==> src/rtl/instr_fetch.sv <==
// SM83 fetch stage: reads instruction bytes over a byte-wide memory handshake,
// assembles opcode/CB-prefix/operands and hands them to the decoder.
module instr_fetch #(
  parameter logic [15:0] RESET_PC = 16'h0000
) (
  input  logic        clk,
  input  logic        rst,
  output logic [15:0] mem_addr,
  output logic        mem_rd,
  input  logic [7:0]  mem_rdata,
  input  logic        mem_ack,
  input  logic        pc_load,
  input  logic [15:0] pc_load_val,
  input  logic        halt,
  output logic        instr_valid,
  input  logic        instr_ready,
  output logic [7:0]  opcode,
  output logic        cb_prefix,
  output logic [15:0] imm,
  output logic [1:0]  imm_len,
  output logic        illegal,
  output logic [15:0] instr_pc,
  output logic [15:0] next_pc,
  output logic [2:0]  dbg_state
);

  // Handshakes: a memory byte transfers on a rising edge where mem_rd && mem_ack
  // (unless pc_load is high); an instruction transfers where instr_valid && instr_ready.
  typedef enum logic [2:0] {
    ST_OPC  = 3'd0,
    ST_CBOP = 3'd1,
    ST_LO   = 3'd2,
    ST_HI   = 3'd3,
    ST_HOLD = 3'd4
  } state_t;

  state_t      r_state;
  state_t      w_next;
  logic [15:0] r_pc;
  logic [15:0] r_next_pc;
  logic [15:0] r_instr_pc;
  logic [15:0] r_imm;
  logic [7:0]  r_opcode;
  logic [1:0]  r_imm_len;
  logic        r_cb;
  logic        r_illegal;
  logic [15:0] w_pc_inc;
  logic        w_cap;
  logic [1:0]  w_len;
  logic        w_illegal;
  logic        w_is_cb;

  // Operand byte count of an unprefixed opcode.
  function automatic logic [1:0] op_len(input logic [7:0] op);
    case (op)
      8'h06, 8'h0E, 8'h16, 8'h1E, 8'h26, 8'h2E, 8'h36, 8'h3E,
      8'h10, 8'h18, 8'h20, 8'h28, 8'h30, 8'h38,
      8'hC6, 8'hCE, 8'hD6, 8'hDE, 8'hE6, 8'hEE, 8'hF6, 8'hFE,
      8'hE0, 8'hF0, 8'hE8, 8'hF8:                      op_len = 2'd1;
      8'h01, 8'h11, 8'h21, 8'h31, 8'h08,
      8'hC2, 8'hC3, 8'hC4, 8'hCA, 8'hCC, 8'hCD,
      8'hD2, 8'hD4, 8'hDA, 8'hDC, 8'hEA, 8'hFA:        op_len = 2'd2;
      default:                                          op_len = 2'd0;
    endcase
  endfunction

  function automatic logic op_illegal(input logic [7:0] op);
    case (op)
      8'hD3, 8'hDB, 8'hDD, 8'hE3, 8'hE4, 8'hEB,
      8'hEC, 8'hED, 8'hF4, 8'hFC, 8'hFD: op_illegal = 1'b1;
      default:                           op_illegal = 1'b0;
    endcase
  endfunction

  assign w_pc_inc  = r_pc + 16'd1;
  assign w_len     = op_len(mem_rdata);
  assign w_illegal = op_illegal(mem_rdata);
  assign w_is_cb   = (mem_rdata == 8'hCB);

  // Halt only blocks starting a new instruction; reset keeps the bus idle.
  assign mem_rd = !rst && (((r_state == ST_OPC) && !halt) ||
                           (r_state == ST_CBOP) || (r_state == ST_LO) ||
                           (r_state == ST_HI));
  assign w_cap  = mem_rd && mem_ack && !pc_load;

  always_comb begin
    w_next = r_state;
    case (r_state)
      ST_OPC: begin
        if (w_cap) begin
          if (w_is_cb)             w_next = ST_CBOP;
          else if (w_len != 2'd0)  w_next = ST_LO;
          else                     w_next = ST_HOLD;
        end
      end
      ST_CBOP: if (w_cap) w_next = ST_HOLD;
      ST_LO:   if (w_cap) w_next = (r_imm_len == 2'd2) ? ST_HI : ST_HOLD;
      ST_HI:   if (w_cap) w_next = ST_HOLD;
      ST_HOLD: if (instr_ready) w_next = ST_OPC;
      default: w_next = ST_OPC;
    endcase
    if (pc_load) w_next = ST_OPC;
  end

  always_ff @(posedge clk or posedge rst) begin
    if (rst) begin
      r_state    <= ST_OPC;
      r_pc       <= RESET_PC;
      r_next_pc  <= RESET_PC;
      r_instr_pc <= RESET_PC;
      r_imm      <= 16'h0000;
      r_opcode   <= 8'h00;
      r_imm_len  <= 2'd0;
      r_cb       <= 1'b0;
      r_illegal  <= 1'b0;
    end else begin
      r_state <= w_next;
      if (pc_load) begin
        r_pc <= pc_load_val;
      end else if (w_cap) begin
        r_pc      <= w_pc_inc;
        r_next_pc <= w_pc_inc;
        case (r_state)
          ST_OPC: begin
            r_instr_pc <= r_pc;
            r_opcode   <= mem_rdata;
            r_cb       <= 1'b0;
            r_imm      <= 16'h0000;
            r_imm_len  <= w_is_cb ? 2'd0 : w_len;
            r_illegal  <= w_illegal;
          end
          ST_CBOP: begin
            r_opcode  <= mem_rdata;
            r_cb      <= 1'b1;
            r_imm_len <= 2'd0;
          end
          ST_LO:   r_imm[7:0]  <= mem_rdata;
          ST_HI:   r_imm[15:8] <= mem_rdata;
          default: ;
        endcase
      end
    end
  end

  assign mem_addr    = r_pc;
  assign instr_valid = (r_state == ST_HOLD);
  assign opcode      = r_opcode;
  assign cb_prefix   = r_cb;
  assign imm         = r_imm;
  assign imm_len     = r_imm_len;
  assign illegal     = r_illegal;
  assign instr_pc    = r_instr_pc;
  assign next_pc     = r_next_pc;
  assign dbg_state   = r_state;

endmodule

==> config.mk <==
export PLATFORM = sky130hd
export DESIGN_NAME = instr_fetch
export DESIGN_NICKNAME = d
export VERILOG_FILES = /design/src/rtl/instr_fetch.sv
export SDC_FILE = /design/constraint.sdc
export NUM_CORES = 1
export LEC_CHECK = 0
export ABC_AREA = 0
export CORE_ASPECT_RATIO = 0.8
export CORE_MARGIN = 2
export CORE_UTILIZATION = 35
export DETAILED_ROUTE_END_ITERATION = 16
export PLACE_DENSITY = 0.75
export SYNTH_ARGS = -nofsm -noshare
export SYNTH_HDL_FRONTEND = slang
export SYNTH_SLANG_ARGS = --single-unit
export TNS_END_PERCENT = 1
==> constraint.sdc <==
create_clock -name clk -period 2.5 [get_ports clk]
set_input_delay 0.5 -clock clk [delete_from_list [all_inputs] [get_ports clk]]
set_output_delay 0.5 -clock clk [all_outputs]
set_load 0.03 [all_outputs]
== Word-level counts from Yosys, hierarchy flattened ==
Index checks and enable logic that the tools add are counted.
Widths: inputs -> output; s select.

* Register bits after elaboration: 79
* Logic and storage cells: 122
* Bits of input ports: 30
* Output and inout bits: 81

* Add/sub/neg operators: 1
* Bitwise operators: 1
* Equal/unequal tests: 64
* Reductions and logical operators: 28
* Multiplexer cells: 18

{| class="wikitable"
|+ Operators with widths
! kind !! number
|-
| $eq 8x8->1 const B || 36
|-
| $eq 8x6->1 const B || 10
|-
| $eq 8x5->1 const B || 5
|-
| $mux 16 || 2
|-
| $pmux 8 s2 || 2
|-
| $reduce_or 26->1 || 1
|-
| $mux 3 || 8
|-
| $reduce_or 17->1 || 1
|-
| $add 16x1->16 const B || 1
|-
| $eq 8x4->1 const B || 2
|-
| $reduce_and 3->1 || 5
|-
| $pmux 3 s4 || 1
|-
| $reduce_or 11->1 || 1
|-
| $reduce_bool 2->1 || 5
|-
| $eq 8x1->1 const B || 1
|-
| $eq 8x3->1 const B || 1
|-
| $pmux 2 s2 || 2
|-
| $eq 3x2->1 const B || 2
|-
| $ne 3x3->1 const B || 2
|-
| $logic_and 1x1->1 || 4
|-
| $reduce_and 4->1 || 1
|-
| $reduce_or 2->1 || 2
|-
| $eq 3x1->1 const B || 1
|-
| $eq 3x3->1 const B || 1
|-
| other kinds (11) || 15
|}

== Longest topological paths before layout ==
* Depth in word-level cells: 11
* Depth in mapped cells: 7
* Depth with buffers taken out: 6

== Least setup slack after synthesis ==
OpenSTA, ideal clock, no wires.

* Kind: input port to flip-flop
* From: in pc_load
* To: reg r_opcode[0] (netlist: opcode[0])
* Path buffers: 2
* Library setup time: 0.125 ns
* Arrival time: 1.973 ns
* Required time: 2.375 ns
* Cell stages on the path: 5
* Path slack: 0.402 ns
* Path through: buf_2 -> or4b_4 -> nor3_4 -> buf_2 -> mux2_2

* Word-level cells in the longest chain between the ends: 3
* Elaborated cells between the ends (all ways): 4
* Those cells by class: 1 x bitwise; 3 x reduce/logical

{| class="wikitable"
|+ Ends and longest elaborated chain
! what !! line !! text
|-
| start, declared || 12 || <nowiki>input logic pc_load,</nowiki>
|-
| $logic_not 1->1 || 84 || <nowiki>assign w_cap = mem_rd && mem_ack && !pc_load;</nowiki>
|-
| $logic_and 1x1->1 || 84 ||
|-
| $reduce_and 3->1 (no source line) (*) || -- ||
|-
| end signal, assigned || 126 || <nowiki>r_opcode <= mem_rdata;</nowiki>
|-
| end signal, assigned || 133 || <nowiki>r_opcode <= mem_rdata;</nowiki>
|-
| end, declared || 43 || <nowiki>logic [7:0] r_opcode;</nowiki>
|}

Every way passes the cells marked *; elsewhere a longest branch is shown, timed or not.
A chain may end at the register's enable or synchronous reset.

== Worst setup path after layout ==
* From: reg r_state[1] (netlist: dbg_state[1])
* To: out dbg_state[1]

{| class="wikitable"
|+ RTL lines
! what !! line !! text
|-
| start, declared || 37 || <nowiki>state_t r_state;</nowiki>
|-
| start signal, assigned || 117 || <nowiki>r_state <= w_next;</nowiki>
|-
| end, declared || 24 || <nowiki>output logic [2:0] dbg_state</nowiki>
|}

No word-level cell between the ends.

==> results.sh <==
export IMPL_drv_cap=0
export IMPL_fmax_mhz=460
export IMPL_final_cell_mix="108 x clkdlybuf4s50_1, 79 x dfrtp_1, 57 x nand2_1, 40 x o21ai_0, 19 x mux2_2"
export IMPL_ant_nets=0
export IMPL_drv_slew=0
export IMPL_holdPathStages=2
export IMPL_numCtsBuffers=9
export IMPL_slowest_delay_ps=720
export IMPL_peakVddDrop_mv=0.520
export IMPL_syn_num_nets=399
export IMPL_crit_path_max_fanout=23
export IMPL_area_delta_synth_final_pct=42.7
export IMPL_path_cells="buf_4 -> clkdlybuf4s50_1"
export IMPL_cp_slowest_cell="clkdlybuf4s50_1"
export IMPL_final_core_util=0.506
export IMPL_path_buf_inv=2
export IMPL_synth_warnings=0
export IMPL_yosys_area_top_type="dfrtp_1"
export IMPL_fp_row_count=34
export IMPL_leakage_nw=2.24
export IMPL_total_power_w=0.00412
export IMPL_synthArstFlopShare=1.00
export IMPL_synth_area_um2=3800
export IMPL_register_area_um2=1980
export IMPL_syn_inst=368
export IMPL_synth_area_per_cell_um2=10.3
export IMPL_cts_root_buf="clkbuf_16"
export IMPL_vias=3125
export IMPL_hold_violations=0
export IMPL_period_share=0.870
export IMPL_fp_dieArea_um2=11700
export IMPL_grt_pass1_wl_mm=16.1
export IMPL_rr_worst_depth=7
export IMPL_fin_nets=515
export IMPL_grt_pass1_vias=3043
export IMPL_drtIter0Drc=243
export IMPL_fin_skew_ps=11.2
export IMPL_ctsHoldBuffers=0
export IMPL_use_met1=0.247
export IMPL_cp_depth=2
export IMPL_dp_hpwl_mm=7.20
export IMPL_multi_input_area_um2=1670
export IMPL_synth_top_area_share=0.520
export IMPL_dr_pass1_iters=4
export IMPL_ys_flop_type="dfrtp_1"
export IMPL_io_pins=111
export IMPL_wl_mm=9.97
export IMPL_grt_max_degree=53
export IMPL_wl_per_cell_um=15.8
export IMPL_cts_tree="done"
export IMPL_ys_top_cells_by_area="dfrtp_1 52%, mux2_2 5.6%, nand2_1 5.6%"
export IMPL_finalWeightedCongestion=0.857
export IMPL_synthDistinctLibCells=44
export IMPL_crit_type="reg -> out"
export IMPL_cts_buffer_depth=2
export IMPL_grt_antenna_before_repair=0
export IMPL_fp_coreArea_um2=10700
export IMPL_cts_sinks=79
export IMPL_worstPathRequired_ps=2000
export IMPL_ys_ff_latch=79
export IMPL_start_util=0.355
export IMPL_ys_seq_area_frac=0.520
export IMPL_fin_crit_ps=2180
export IMPL_busiest_layer="met2"
export IMPL_crit_family="buffers and inverters"
export IMPL_powerDensity_nw_per_um2=760
export IMPL_io_buffers=110
export IMPL_slew_limit_headroom=0.754
export IMPL_drcViolationCount=0
export IMPL_dpl_worst_slack_ps=40.5
export IMPL_cp_start_kind="flip-flop"
export IMPL_viasPerCell=4.94
export IMPL_hp_class="reg -> reg"
export IMPL_layout_commonest_cell="clkdlybuf4s50_1"
export IMPL_crit_path_end_kind="primary output"
export IMPL_status="complete, no violations"
export IMPL_clock_latency_ps=330
export IMPL_setup_tns_ps=0
export IMPL_grt_util_met2=0.262
export IMPL_fillers=997
export IMPL_htree_levels=3
export IMPL_gr_total_overflow=0
export IMPL_grt_usage=0.176
export IMPL_tightestPinTransition_ps=368
export IMPL_drive_gt1_frac=0.141
export IMPL_synth_edff_count=0
export IMPL_setup_viol=0
export IMPL_use_met3=0.0663
export IMPL_rsz0062_at_grt="no"
export IMPL_cp_arrival_ps=1680
export IMPL_die_w_um=121
export IMPL_fp_dieH_um=97.3
export IMPL_worst_slack_ps=325
export IMPL_instances_no_fill=632
export IMPL_num_antenna_cells=0
export IMPL_postCtsSetupBuffers=0
export IMPL_dpl_cell_count=617
export IMPL_post_cts_resized=0
export IMPL_clkTransAtPathRegs_ps=60
registers in the layout, indices dropped and copies added, names as in the netlist:
| name | cells |
|---|---|
| imm | 16 |
| instr_pc | 16 |
| mem_addr | 16 |
| next_pc | 16 |
| opcode | 8 |
| dbg_state | 3 |
| imm_len | 2 |
| cb_prefix | 1 |
| illegal | 1 |
per-stage QoR:
step | area [um^2] | hold slack (ps)
floorplan | 3810 | 621
global placement | 5150 | 463
detailed placement | 5150 | 470
CTS | 5430 | 481
global route | 5430 | 508
finish | 5430 | 476
per-layer routing:
layer  share of wire  vias up
met5               0        -
met2            0.44       97
met4          0.0085        0
li1                -     1498
met1            0.48     1521
met3           0.067        9
where the power goes:
| group | internal (W) | total, W | switching, W |
|---|---|---|---|
| sequential | 0.00148 | 0.00164 | 0.000163 |
| combinational | 0.000576 | 0.00126 | 0.000682 |
| clock | 0.000720 | 0.00122 | 0.000503 |
tightest hold or removal path: stages, from the launching register on:
cell     delay [ps]
dfrtp_1         340
nand2_1          40
o21ai_0          60
final timing paths:
path,start,to,slack [ps]
hold reg to reg,next_pc[0],next_pc[0],480
setup / recovery,dbg_state[1],dbg_state[1],320
min in group asynchronous,rst,instr_pc[9],810
setup reg to reg,dbg_state[1],mem_addr[3],490
max in group asynchronous,rst,next_pc[3],1410
hold / removal,next_pc[0],next_pc[0],480
synth_stat cells (2+ instances only):
master,n
dfrtp_1,79
nand2_1,57
o21ai_0,40
mux2_2,19
clkbuf_1,18
xor2_1,17
inv_1,14
nand3_1,14
nor2_1,13
xnor2_1,13
o22ai_1,10
a22o_1,8
mux2_4,8
nand4_1,6
buf_2,5
nand2b_1,5
and3_1,4
nor2b_1,3
o21ai_1,3
a21o_1,2
a21oi_1,2
and4_1,2
mux2i_1,2
nor3_1,2
o2bb2ai_1,2
or2_1,2
logic make-up (layout without fill, tap and decap cells):
| family | Yosys count | in the layout | share of synthesized area |
|---|---|---|---|
| buffers and inverters | 38 | 158 | 0.0411 |
| flip-flops | 79 | 79 | 0.520 |
| XOR/XNOR | 30 | 30 | 0.0691 |
| multiplexers | 29 | 29 | 0.0931 |
| AO/OA/AOI/OAI | 72 | 72 | 0.115 |
| adder cells (fa/ha/maj) | 1 | 1 | 0.00329 |
| AND/OR/NAND/NOR | 119 | 119 | 0.159 |
area by class of cell:
class                      count  share of cell area
sequential                    79               0.364
timing repair buffer         129               0.234
clock inverter                 3             0.00346
inverter                      14              0.0104
tap                          144              0.0332
multi-input combinational    251               0.308
clock buffer                  12              0.0472
(Power assumes the default switching activity.)
